File: src/rtl/pipe_stage_hs.sv
// Handshaked pipeline stage register: payload + control with stall, flush and
// an optional 2-entry skid buffer that keeps in_ready off the out_ready path.
module pipe_stage_hs #(
  parameter int DATA_W = 32,
  parameter int CTRL_W = 4,
  parameter int SKID   = 1
) (
  input  logic              CLK,
  input  logic              RST,
  input  logic              Flush,
  input  logic              in_valid,
  output logic              in_ready,
  input  logic [CTRL_W-1:0] in_ctrl,
  input  logic [DATA_W-1:0] in_data,
  output logic              out_valid,
  input  logic              out_ready,
  output logic [CTRL_W-1:0] out_ctrl,
  output logic [DATA_W-1:0] out_data,
  output logic [1:0]        occupancy
);

  logic [DATA_W-1:0] head_data_q, head_data_d, skid_data_q, skid_data_d;
  logic [CTRL_W-1:0] head_ctrl_q, head_ctrl_d, skid_ctrl_q, skid_ctrl_d;
  logic [1:0]        occ_q, occ_d;
  logic              rdy_q, rdy_d;
  logic              in_xfer, out_xfer;

  assign out_valid = (occ_q != 2'd0);
  assign out_ctrl  = out_valid ? head_ctrl_q : '0;
  assign out_data  = head_data_q;
  assign occupancy = occ_q;
  // Skid mode exposes only the registered ready; single-register mode must look through.
  assign in_ready  = (SKID != 0) ? rdy_q : (!out_valid || out_ready);
  assign in_xfer   = in_valid && in_ready;
  assign out_xfer  = out_valid && out_ready;

  always_comb begin
    head_data_d = head_data_q;
    head_ctrl_d = head_ctrl_q;
    skid_data_d = skid_data_q;
    skid_ctrl_d = skid_ctrl_q;
    occ_d       = occ_q;
    if (Flush) begin
      occ_d = 2'd0;
    end else begin
      case (occ_q)
        2'd0: if (in_xfer) begin
          head_data_d = in_data;
          head_ctrl_d = in_ctrl;
          occ_d       = 2'd1;
        end
        2'd1: begin
          if (in_xfer && out_xfer) begin
            head_data_d = in_data;
            head_ctrl_d = in_ctrl;
          end else if (out_xfer) begin
            occ_d = 2'd0;
          end else if (in_xfer) begin
            skid_data_d = in_data;
            skid_ctrl_d = in_ctrl;
            occ_d       = 2'd2;
          end
        end
        2'd2: if (out_xfer) begin
          head_data_d = skid_data_q;
          head_ctrl_d = skid_ctrl_q;
          occ_d       = 2'd1;
        end
        default: occ_d = 2'd0;
      endcase
    end
    rdy_d = (occ_d != 2'd2);
  end

  always_ff @(posedge CLK) begin
    if (RST) begin
      head_data_q <= '0;
      head_ctrl_q <= '0;
      skid_data_q <= '0;
      skid_ctrl_q <= '0;
      occ_q       <= 2'd0;
      rdy_q       <= 1'b1;
    end else begin
      head_data_q <= head_data_d;
      head_ctrl_q <= head_ctrl_d;
      skid_data_q <= skid_data_d;
      skid_ctrl_q <= skid_ctrl_d;
      occ_q       <= occ_d;
      rdy_q       <= rdy_d;
    end
  end

endmodule

File: config.mk
export PLATFORM = sky130hd
export DESIGN_NAME = pipe_stage_hs
export DESIGN_NICKNAME = d
export VERILOG_FILES = /design/src/rtl/pipe_stage_hs.sv
export SDC_FILE = /design/constraint.sdc
export NUM_CORES = 1
export LEC_CHECK = 0
export ABC_AREA = 0
export ABC_CLOCK_PERIOD_IN_PS = 4100
export CAP_MARGIN = 20
export CORE_UTILIZATION = 51
export DETAILED_ROUTE_END_ITERATION = 16
export PLACE_DENSITY_LB_ADDON = 0.12
export SYNTH_ARGS = -nofsm -noshare
export SYNTH_HDL_FRONTEND = slang
export SYNTH_SLANG_ARGS = --single-unit
File: constraint.sdc
create_clock -name CLK -period 4.1 [get_ports CLK]
set_input_delay 0.615 -clock CLK [delete_from_list [all_inputs] [get_ports CLK]]
set_output_delay 0.615 -clock CLK [all_outputs]
set_load 0.05 [all_outputs]
==> results of run 1 <==
[synth_stat cells, drive strengths merged (2+ instances only)]
master	number	area, µm²
nor3	3	26.3
nor2	39	146
nor2b	5	31.3
a21oi	36	180
nand2	73	274
a211oi	36	270
nand2b	2	12.5
buf	16	81.3
clkbuf	10	37.5
inv	2	7.51
mux2i	36	360
dfxtp	75	1500
[critical path: stages]
cell and delay (ns):
clkdlybuf4s50_1 0.52, nand3b_4 0.12, o31ai_4 0.86, buf_4 0.53, nor2_1 0.08, a211oi_1 0.23
[power groups by stage]
stage | Sequential, mW | Combinational (mW) | Clock (mW)
3_3_place_gp | 0.790 | 0.260 | 0
6_report | 0.774 | 0.263 | 0.634
4_1_cts | 0.774 | 0.265 | 0.644
2_1_floorplan | 0.868 | 0.0797 | 0
3_5_place_dp | 0.790 | 0.264 | 0
5_1_grt | 0.777 | 0.281 | 0.677
[area by class of cell]
cell class / instances / area [µm²] / share of cell area (%)
Tap cell: 72 / 90.1 / 2.23
Clock buffer: 11 / 151 / 3.74
Inverter: 2 / 7.51 / 0.186
Multi-Input combinational cell: 237 / 1390 / 34.3
Sequential cell: 75 / 1500 / 37.1
Clock inverter: 5 / 75.1 / 1.86
Timing Repair Buffer: 85 / 833 / 20.6
[logic make-up after synthesis]
logic type | after synthesis
xor+xnor | 1
buf+inv | 28
compound gates | 74
flops | 75
simple gates | 126
mux | 36
[final timing paths]
kind	start	to	slack [ns]
setup / recovery	in_valid	out_data[19]$_SDFFE_PP0P_	1.39
hold / removal	skid_ctrl_q[0]$_SDFFE_PP0P_	skid_ctrl_q[0]$_SDFFE_PP0P_	0.45
setup reg to reg	occupancy[1]$_SDFF_PP0_	out_data[19]$_SDFFE_PP0P_	1.73
hold reg to reg	skid_ctrl_q[0]$_SDFFE_PP0P_	skid_ctrl_q[0]$_SDFFE_PP0P_	0.45
[metrics by stage]
step	cell area (µm²)	utilization [%]	instances
final	4050	72.1	487
after global routing	4050	72.1	487
after CTS	4050	72.1	487
after detailed placement	3820	68.1	471
after global placement	3820	68.1	471
after floorplan	3010	-	340
[state kept, by name (all words and copies together) (netlist names)]
signal	count
skid_ctrl_q	4
skid_data_q	32
occupancy	2
head_ctrl_q	4
in_ready	1
out_data	32
[layer usage]
layer / global-route usage [%] / wire, µm
met2: 37.8 / 3060
met5: 0 / 0
met1: 26.4 / 3000
met4: 9.45 / 104
met3: 5.17 / 257
==> flow_summary.ini, run 1 <==
[pwr]
switching_share_pct = 26.0
p_comb_share_pct = 15.8
power_density_nw_per_um2 = 413
ir_drop_v = 0.000267
p_int_mw = 1.24
power_switching_mw = 0.435
p_total_mw = 1.67
pwr-share-seq_pct = 46.3
power_frac_clock_pct = 37.9
p_leak_nw = 1.64

[global_route]
grt_pass1_vias = 2389
grt_max_degree = 45
antenna_found_initial = 0
grt_usage_pct = 22.1
grt_pass1_wl_um = 10800
grt_overflow = 0

[cts]
cts_tree = yes
cts_num_sinks = 75
postCtsSetupBuffers = 0
cts_hold_buf = 0
clockRootBuffer = clkbuf_8
path_clk_slew_ns = 0.08
clk_path_buf_depth = 2
htree_num_levels = 3
cts_buffers = 9
insertion_delay_ns = 0.34
cts_resized = 0

[setup_path]
path_max_fanout = 44
critPathCaptureType = register
startpoint_type = input port
crit_arrival_ns = 2.97
r2r.worst_path.cells = 5
crit_type = input port to register
critPathRequiredTime_ns = 4.35

[detailed_routing]
vias = 2514
wl_per_cell_um = 13.2
via_per_inst = 5.16
drt-total-wl_um = 6420
dr.pass1.iters = 4
ant_nets = 0
drt_iter0_drc = 101
post-route-drc-count = 0

[cells_and_area]
drive_gt1_share_pct = 6.51
layout_common_cells = clkdlybuf4s50_1, dfxtp_1, nand2_1
antenna_cells = 0
final_common_cell = clkdlybuf4s50_1
syn_to_final_growth_pct = 34.3
nets = 451
fill_cells = 462

[logic_synthesis]
syn_nets = 381
netlist_area_um2 = 3010
yosysSeqAreaShare_pct = 49.9
synth_xor_area_share_pct = 0.291
yosys.area_share.simple_pct = 17.7
synth_top_family_by_area = simple AND/OR/NAND/NOR gates
yosys_warnings = 0
ys.flop_type = dfxtp_1
syn_inst = 340
synth-edff-count = 0
async_flop_share_pct = 0
synth_seq_cells = 75
synthAdderAreaFrac_pct = 0
synth_cell_type_count = 22
synthMuxAreaShare_pct = 12.0
synth_compound_area_share_pct = 16.0
avgSynthCellArea_um2 = 8.86

[die]
dieArea_um2 = 6220
chipHeight_um = 78.8
die_w_um = 78.8
rows = 27
coreArea_um2 = 5610
ios = 81
initial_core_util_pct = 53.7

[sta]
clock_skew_ns = 0.00705
hold_violations = 0
post-route-period-util_pct = 66.1
grt_setup_unrepaired = no
tightest_slew_ns = 0.999
holdWs_ns = 0.454
slew_headroom_pct = 33.4
fin_tns_setup_ns = 0
fmax_ghz = 0.369
setup_viol = 0
report.final.slew_viol_count = 0
fin_ws_ns = 1.39
period_needed_ns = 2.71

[place]
dp_hpwl_um = 4180
io_buffers = 80
preCtsSetupSlack_ns = 1.00
gp_congestion = 0.750

[min_path]
hold_path_class = register to register
min_path_cells = 2

[run]
drv_cap = 0

[status]
status = finished, final reports clean
No activity file was read; power rests on OpenSTA's default activity.
==> run 2, diff against run 1 <==
- ABC_CLOCK_PERIOD_IN_PS: 4100 -> 2300
- CORE_UTILIZATION: 51 -> 43
- clock period: 4.1 -> 2.3 ns (I/O delays scaled with it)
==> flow_summary.ini, run 2 (same netlist as run 1, synthesis figures left out) <==
[sta]
report.final.slew_viol_count = 0
fin_ws_ns = 0.0920
fin_tns_setup_ns = 0
setup_viol = 0
hold_violations = 0
period_needed_ns = 2.21
post-route-period-util_pct = 96.0
grt_setup_unrepaired = no
fmax_ghz = 0.453
slew_headroom_pct = 51.6
clock_skew_ns = 0.0109
tightest_slew_ns = 0.726

[cells_and_area]
drive_gt1_share_pct = 6.24
nets = 453
fill_cells = 622
finalNonFillerCells = 513
syn_to_final_growth_pct = 35.4
final_util_pct = 60.0
layout_common_cells = clkdlybuf4s50_1, dfxtp_1, nand2_1
multiInputGateArea_um2 = 1390
antenna_cells = 0
final_common_cell = clkdlybuf4s50_1
ff_latch_area_um2 = 1500

[detailed_routing]
wl_per_cell_um = 12.4
drt_iter0_drc = 110
ant_nets = 0
vias = 2504
via_per_inst = 4.88
dr.pass1.iters = 4
drt-total-wl_um = 6370
post-route-drc-count = 0

[global_route]
antenna_found_initial = 0
grt_overflow = 0
grt_usage_pct = 18.3
grt_max_degree = 73
grt_pass1_wl_um = 10500
grt_pass1_vias = 2302

[place]
preCtsSetupSlack_ns = 0.211
io_buffers = 80
dp_hpwl_um = 4120
gp_congestion = 0.757
post-place-cells = 497

[cts]
cts_tree = yes
path_clk_slew_ns = 0.07
postCtsSetupBuffers = 0
cts_hold_buf = 0
cts_num_sinks = 75
insertion_delay_ns = 0.34
clockRootBuffer = clkbuf_8
clk_path_buf_depth = 2
cts_buffers = 9
htree_num_levels = 3

[setup_path]
crit_type = register to primary output
startpoint = occupancy[1]$_SDFF_PP0_
critPathRequiredTime_ns = 1.96
crit_arrival_ns = 1.86
path_max_fanout = 6
r2r_start = occupancy[0]$_SDFF_PP0_
crit_path_cell_trace = nor2_1 -> nor2b_1 -> clkdlybuf4s50_1
critPathCaptureType = primary output
startpoint_type = register
cp_slowest_stage_delay_ns = 0.80
critical_path_buf_inv_count = 1
cpMaxStageDelayCell = clkdlybuf4s50_1
cp_top_family = buffers and inverters

[die]
coreArea_um2 = 6790
dieArea_um2 = 7340
ios = 81
chipHeight_um = 85.7
die_w_um = 85.7
initial_core_util_pct = 44.3
rows = 30

[pwr]
power_density_nw_per_um2 = 673
p_total_mw = 2.74
p_leak_nw = 1.66
ir_drop_v = 0.000434

[min_path]
hold_path_class = register to register
hold_path.startpoint = skid_data_q[14]$_SDFFE_PP0P_

[status]
status = finished, final reports clean

[run]
drv_cap = 0
-- run 2: cell count changes in the layout (fill, tap and decap cells not counted), sizes merged --
cell,delta
buf,+2
bufinv,-2
clkbuf,+3
clkdlybuf4s50,-1
clkinv,-1
dlymetal6s2s,+1
-- run 2: worst min-delay path: stages, from the launching register on --
cell and delay, ns:
dfxtp_1 0.31, nand2_1 0.05, a21oi_1 0.05
-- run 2: repair_timing --
item,4_1_cts,5_1_grt
resized for setup,0,1
endpoints found under the setup margin,0,1
hold endpoints to repair,0,0
-- run 2: final cells by class --
| class | instances | area share (%) |
|---|---|---|
| sequential | 75 | 36.8 |
| multi-input combinational | 237 | 34.0 |
| timing repair buffer | 87 | 21.8 |
| clock buffer | 14 | 3.99 |
| tap | 96 | 2.95 |
| clock inverter | 2 | 0.246 |
| inverter | 2 | 0.184 |
-- run 2: layer usage --
metal	share of wire, %	global-route usage (%)	vias to the layer above	wire (µm)
li1	-	-	1302	-
met1	46	22.2	1135	2940
met2	48	31.1	59	3050
met5	0	0	-	0
met3	4.9	5.20	8	311
met4	1.0	6.52	0	66
-- run 2: final timing paths --
check                                 endpoint  slack [ns]  cells past startpoint
setup / recovery                   out_ctrl[1]        0.09                      3
hold / removal    skid_data_q[14]$_SDFFE_PP0P_        0.45                      2
setup reg to reg   head_ctrl_q[2]$_SDFFE_PP0P_        0.67                      4
hold reg to reg   skid_data_q[14]$_SDFFE_PP0P_        0.45                      2
-- run 2: power by group --
part	switching, mW	leakage (nW)	internal (mW)
clock	0.441	0.0905	0.449
combinational	0.281	0.957	0.195
sequential	0.0279	0.611	1.35
total	0.750	1.66	1.99
-- run 2: per-stage QoR --
stage	hold WS [ns]	cell area, µm²
6_report	0.454	4080
2_1_floorplan	0.422	3010
5_1_grt	0.470	4080
3_5_place_dp	0.446	3900
3_3_place_gp	0.440	3900
4_1_cts	0.456	4070
